==> config.mk <==
export PLATFORM = sky130hd
export DESIGN_NAME = axis_packet_framer
export DESIGN_NICKNAME = d
export VERILOG_FILES = /design/src/rtl/axis_pkt_pkg.sv /design/src/rtl/axis_reg_slice.sv /design/src/rtl/axis_packet_framer.sv
export SDC_FILE = /design/constraint.sdc
export NUM_CORES = 1
export LEC_CHECK = 0
export ABC_CLOCK_PERIOD_IN_PS = 3150
export CAP_MARGIN = 10
export CORE_MARGIN = 1.5
export CORE_UTILIZATION = 30
export DETAILED_ROUTE_END_ITERATION = 16
export HOLD_SLACK_MARGIN = 0.15
export PLACE_DENSITY = 0.53
export SYNTH_ARGS = -nofsm -noshare
export SYNTH_HDL_FRONTEND = slang
export SYNTH_SLANG_ARGS = --single-unit
==> constraint.sdc <==
create_clock -name clk -period 3.15 [get_ports clk]
set_input_delay 0.7875 -clock clk [delete_from_list [all_inputs] [get_ports clk]]
set_output_delay 0.7875 -clock clk [all_outputs]
set_load 0.01 [all_outputs]
==> src/rtl/axis_pkt_pkg.sv <==
// Shared types and defaults for the AXI-Stream packet framer and its companions.
package axis_pkt_pkg;

   localparam int DW_DEF = 8;
   localparam int LW_DEF = 8;

   typedef enum logic {
      PASS = 1'b0,
      PAD  = 1'b1
   } state_e;

   // Sideband carried with each framed beat so the event pulses line up with
   // the handshake of the beat that closes the packet.
   typedef struct packed {
      logic split;
      logic pad;
   } evt_t;

   localparam int EVT_W = $bits(evt_t);

endpackage

==> src/rtl/axis_reg_slice.sv <==
// Single registered AXI-Stream output stage; holds its beat until accepted.
module axis_reg_slice #(
   parameter int W  = 8,
   parameter int UW = 2
) (
   input  logic          clk_i,
   input  logic          rst_ni,
   input  logic          load_i,
   input  logic [W-1:0]  data_i,
   input  logic          last_i,
   input  logic [UW-1:0] user_i,
   input  logic          ready_i,
   output logic          valid_o,
   output logic [W-1:0]  data_o,
   output logic          last_o,
   output logic [UW-1:0] user_o,
   output logic          free_o
);

   logic          valid_q;
   logic [W-1:0]  data_q;
   logic          last_q;
   logic [UW-1:0] user_q;

   // The slot may be refilled in the same cycle its current beat is taken.
   assign free_o = !valid_q || ready_i;

   always_ff @(posedge clk_i or negedge rst_ni) begin
      if (!rst_ni) begin
         valid_q <= 1'b0;
         data_q  <= '0;
         last_q  <= 1'b0;
         user_q  <= '0;
      end else if (load_i) begin
         valid_q <= 1'b1;
         data_q  <= data_i;
         last_q  <= last_i;
         user_q  <= user_i;
      end else if (ready_i) begin
         valid_q <= 1'b0;
      end
   end

   assign valid_o = valid_q;
   assign data_o  = data_q;
   assign last_o  = last_q;
   assign user_o  = user_q;

endmodule

==> src/rtl/axis_packet_framer.sv <==
// Cuts a raw AXI-Stream into fixed-length packets, zero-padding bursts that
// end early and splitting bursts that run past the packet length.
module axis_packet_framer
   import axis_pkt_pkg::*;
#(
   parameter int DW = DW_DEF,
   parameter int LW = LW_DEF
) (
   input  logic          clk,
   input  logic          rst,
   input  logic [LW-1:0] cfg_len,
   input  logic [DW-1:0] s_tdata,
   input  logic          s_tvalid,
   input  logic          s_tlast,
   output logic          s_tready,
   output logic [DW-1:0] m_tdata,
   output logic          m_tvalid,
   output logic          m_tlast,
   input  logic          m_tready,
   output logic [15:0]   pkt_count,
   output logic          pad_event,
   output logic          split_event
);

   localparam logic [LW-1:0] ONE = LW'(1);

   function automatic logic [LW-1:0] clamp_len(input logic [LW-1:0] len);
      return (len == '0) ? ONE : len;
   endfunction

   state_e        state_q;
   logic [LW-1:0] bcnt_q;
   logic [LW-1:0] cur_len_q;
   logic [15:0]   pkt_count_q;
   logic          pad_event_q;
   logic          split_event_q;

   logic          slot_free;
   logic          pkt_start;
   logic [LW-1:0] len_eff;
   logic          at_last;
   logic          load_d;
   logic [DW-1:0] ld_data_d;
   logic          ld_last_d;
   evt_t          ld_evt_d;
   evt_t          m_evt;
   logic          m_hs;

   assign s_tready  = rst && (state_q == PASS) && slot_free;
   assign pkt_start = (state_q == PASS) && (bcnt_q == '0);
   // The first beat of a packet already uses the freshly sampled length.
   assign len_eff   = pkt_start ? clamp_len(cfg_len) : cur_len_q;
   assign at_last   = (bcnt_q == len_eff - ONE);
   assign m_hs      = m_tvalid && m_tready;

   always_comb begin
      load_d    = 1'b0;
      ld_data_d = '0;
      ld_last_d = at_last;
      ld_evt_d  = '0;
      if (state_q == PASS) begin
         load_d         = s_tvalid && s_tready;
         ld_data_d      = s_tdata;
         ld_evt_d.split = at_last && !s_tlast;
      end else begin
         load_d       = slot_free;
         ld_evt_d.pad = at_last;
      end
   end

   always_ff @(posedge clk or negedge rst) begin
      if (!rst) begin
         state_q   <= PASS;
         bcnt_q    <= '0;
         cur_len_q <= ONE;
      end else if (load_d) begin
         if (pkt_start) begin
            cur_len_q <= len_eff;
         end
         if (at_last) begin
            bcnt_q  <= '0;
            state_q <= PASS;
         end else begin
            bcnt_q <= bcnt_q + ONE;
            if ((state_q == PASS) && s_tlast) begin
               state_q <= PAD;
            end
         end
      end
   end

   // Completion bookkeeping follows the downstream handshake of the closing beat.
   always_ff @(posedge clk or negedge rst) begin
      if (!rst) begin
         pkt_count_q   <= '0;
         pad_event_q   <= 1'b0;
         split_event_q <= 1'b0;
      end else begin
         if (m_hs && m_tlast) begin
            pkt_count_q <= pkt_count_q + 16'd1;
         end
         pad_event_q   <= m_hs && m_tlast && m_evt.pad;
         split_event_q <= m_hs && m_tlast && m_evt.split;
      end
   end

   axis_reg_slice #(
      .W  (DW),
      .UW (EVT_W)
   ) u_out (
      .clk_i   (clk),
      .rst_ni  (rst),
      .load_i  (load_d),
      .data_i  (ld_data_d),
      .last_i  (ld_last_d),
      .user_i  (ld_evt_d),
      .ready_i (m_tready),
      .valid_o (m_tvalid),
      .data_o  (m_tdata),
      .last_o  (m_tlast),
      .user_o  (m_evt),
      .free_o  (slot_free)
   );

   assign pkt_count   = pkt_count_q;
   assign pad_event   = pad_event_q;
   assign split_event = split_event_q;

endmodule

==> flow_metrics.env <==
export IMPL_p_per_area_nw_per_um2=453
export IMPL_synth_edf_count=0
export IMPL_synth_warnings=0
export IMPL_postLayoutCoreUtil_pct=42.0
export IMPL_hp_class="flip-flop to flip-flop"
export IMPL_dieArea_um2=9100
export IMPL_drive_gt1_share_pct=18.5
export IMPL_ioPinCount=50
export IMPL_critPathMaxStageDelay_ns=0.52
export IMPL_arrival_ns=3.16
export IMPL_r2r_slack_ns=0.19
export IMPL_synth_avg_cell_area_um2=10.0
export IMPL_ctsRootBufferMaster="clkbuf_8"
export IMPL_core_area_um2=8260
export IMPL_cts_inserted_buffers=5
export IMPL_antenna_left=0
export IMPL_initial_core_util_pct=31.0
export IMPL_cts_tree="yes"
export IMPL_grt_ovfl_total=0
export IMPL_finalCritPeriodShare_pct=94.1
export IMPL_fmax_mhz=337
export IMPL_die_h_um=95.4
export IMPL_synth_area_um2=2560
export IMPL_end_kind="flip-flop"
export IMPL_worstPathCellList="inv_1 -> ha_1 -> or4b_4 -> nor2_4 -> mux2i_2 -> ha_1 -> o21ai_0 -> a31oi_1 -> nor3_4 -> buf_4 -> mux2_1"
export IMPL_fin_setup_tns_ns=0
export IMPL_maxCapViolations=0
export IMPL_grt_max_degree=48
export IMPL_ys_async_sr_fraction_pct=100
export IMPL_ys_types=50
export IMPL_clkTransAtPathRegs_ns=0.09
export IMPL_drc_errors=0
export IMPL_drt_total_wl_um=6080
export IMPL_leakagePower_nw=1.55
export IMPL_nets=354
export IMPL_gp_congestion=0.816
export IMPL_reg2reg_depth=11
export IMPL_hold_buffers=0
export IMPL_critPathMaxFanout=4
export IMPL_rr_endpoint="u_out.last_o$_DFFE_PN0P_"
export IMPL_hold_path_cell_count=2
export IMPL_fin_area_um2=3470
export IMPL_fin_crit_ns=2.96
export IMPL_critical_path_top_delay_family="simple AND/OR/NAND/NOR gates"
export IMPL_synth_flop_cell="dfrtp_1"
export IMPL_ys_seq_area_share_pct=46.0
export IMPL_setup_viol=0
export IMPL_grt_pass1_wl_um=9990
export IMPL_r2r_start="bcnt_q[1]$_DFFE_PN0P_"
export IMPL_worst_pin_slew_ns=0.599
export IMPL_hold_viol_final=0
export IMPL_syn_instance_count=255
export IMPL_antenna_cells=0
export IMPL_post_dp_cell_area_um2=3320
export IMPL_synth_largest_area_cell="dfrtp_1"
export IMPL_synth_nets=280
export IMPL_timing_final_ws_setup_ns=0.186
export IMPL_antenna_found_initial=0
export IMPL_criticalPathCategory="flip-flop to flip-flop"
export IMPL_fp_dieW_um=95.4
export IMPL_vdd_drop_max_v=0.000184
export IMPL_status="complete, no violations"
export IMPL_slew_violations=0
export IMPL_avgViaCountPerCell=4.86
export IMPL_synthToLayoutAreaGrowth_pct=35.4
export IMPL_relSlewSlack_pct=60.1
export IMPL_place_ws_ns=-0.0588
export IMPL_crit_required_ns=3.34
export IMPL_dpl_hpwl_um=4310
export IMPL_fin_skew_ns=0.00717
export IMPL_clk_latency_ns=0.30
export IMPL_wl_per_cell_um=14.0
export IMPL_grt_setup_unrepaired="no"
export IMPL_cts_buffer_depth=2
export IMPL_numClockSinks=47
export IMPL_grt_pass1_vias=1983
export IMPL_crit_buf_inv=2
export IMPL_num_vias=2113
export IMPL_synth_common_cells="46 x dfrtp_1, 40 x nand2_1, 16 x xnor2_1, 11 x nor2_1"
export IMPL_cp_slowest_cell="or4b_4"
export IMPL_rows=33
export IMPL_first_pass_iters=4
export IMPL_htree_num_levels=2
export IMPL_holdPathEnd="u_out.data_o[3]$_DFFE_PN0P_"
export IMPL_ys_ff_latch=47
export IMPL_synth_top_area_share_pct=44.9
export IMPL_cp_start_kind="flip-flop"
export IMPL_crit_path_frequent_cell="ha_1"
export IMPL_drt_initial_drc_count=80
export IMPL_synth_area_leaders="dfrtp_1 45%, nand2_1 5.9%, xnor2_1 5.5%, mux2_2 4.0%, xor2_1 2.7%"
export IMPL_post_synth_top_count_cell="dfrtp_1"
export IMPL_track_usage_pct=14.2
export IMPL_worstHoldStart="u_out.data_o[3]$_DFFE_PN0P_"
export IMPL_port_buffers=49
timing repair:
action / 4_1_cts / 5_1_grt
endpoints found under the hold margin: 0 / 0
setup buffers: 0 / 2
gates resized for setup: 0 / 2
setup endpoints to repair: 0 / 11
worst max path at each step:
stage | startpoint | endpoint | slack, ns | depth (start not counted)
2_1_floorplan | bcnt_q[0]$_DFFE_PN0P_ | u_out.last_o$_DFFE_PN0P_ | 0.40 | 10
5_1_grt | bcnt_q[1]$_DFFE_PN0P_ | bcnt_q[4]$_DFFE_PN0P_ | 0.02 | 12
3_5_place_dp | cfg_len[5] | bcnt_q[1]$_DFFE_PN0P_ | -0.06 | 9
4_1_cts | bcnt_q[1]$_DFFE_PN0P_ | bcnt_q[0]$_DFFE_PN0P_ | 0.13 | 10
3_3_place_gp | cfg_len[5] | bcnt_q[6]$_DFFE_PN0P_ | -0.03 | 9
6_report | bcnt_q[1]$_DFFE_PN0P_ | u_out.last_o$_DFFE_PN0P_ | 0.19 | 11
tightest hold or removal path, stage by stage (launching register included):
cell     delay [ns]
dfrtp_1        0.36
nand2_1        0.05
nand2_1        0.05
flip-flops by register name, summed over array words and instances (netlist names):
signal	flops
pkt_count	16
u_out.valid_o	1
split_event	1
u_out.last_o	1
u_out.user_o	2
bcnt_q	8
u_out.data_o	8
pad_event	1
cur_len_q	8
state_q	1
power by group:
group          internal, mW  leakage (nW)  switching, mW  total, mW
Clock                 0.261        0.0618          0.216      0.477
Sequential            0.648         0.620         0.0357      0.684
Combinational         0.197         0.870          0.211      0.409
Total                  1.11          1.55          0.463       1.57
kinds of logic (layout without fill, tap and decap cells):
group | after synthesis | in the layout | synth area share (%)
adders and majority gates | 4 | 4 | 1.95
AOI/OAI and AO/OA | 39 | 39 | 11.0
buffers and inverters | 14 | 89 | 2.83
xor gates and xnor gates | 24 | 24 | 8.21
muxes | 14 | 14 | 5.96
DFF | 47 | 47 | 46.0
and+or+nand+nor | 113 | 113 | 24.0
area by class of cell:
class	instances	area, µm²
Clock buffer	6	82.6
Clock inverter	2	38.8
Fill cell	861	4790
Inverter	2	7.51
Multi-Input combinational cell	194	1320
Sequential cell	47	1180
Tap cell	105	131
Timing Repair Buffer	79	711
cell usage in the layout, fill, tap and decap left out, drive strengths merged, types with 2 or more instances in the layout:
cell type and n:
a211oi 9, a21boi 2, a21oi 6, a31oi 2, and2 6, and3 8, buf 31, clkbuf 6
clkdlybuf4s50 48, dfrtp 46, ha 4, inv 3, mux2 10, mux2i 4, nand2 41, nand3 8
nand3b 8, nand4 2, nor2 12, nor3 10, nor3b 3, nor4 5, nor4b 3, o21a 3
o21ai 5, o22ai 2, o31ai 2, o32ai 2, or2 2, or4 2, xnor2 16, xor2 8
layer usage:
metal	vias to the layer above	part of all wire, %	GRT usage [%]
met1	1024	48	19.2
li1	1053	-	-
met2	32	49	23.2
met4	0	0.86	4.41
met3	4	2.6	2.07
met5	-	0	0
per-stage QoR:
stage | power (mW) | std cells | hold slack [ns]
4_1_cts | 1.59 | 433 | 0.490
2_1_floorplan | 0.927 | 255 | 0.444
5_1_grt | 1.66 | 435 | 0.506
3_5_place_dp | 1.10 | 425 | 0.459
3_3_place_gp | 1.10 | 425 | 0.458
6_report | 1.57 | 435 | 0.482
Power figures use the tool's default switching activity.
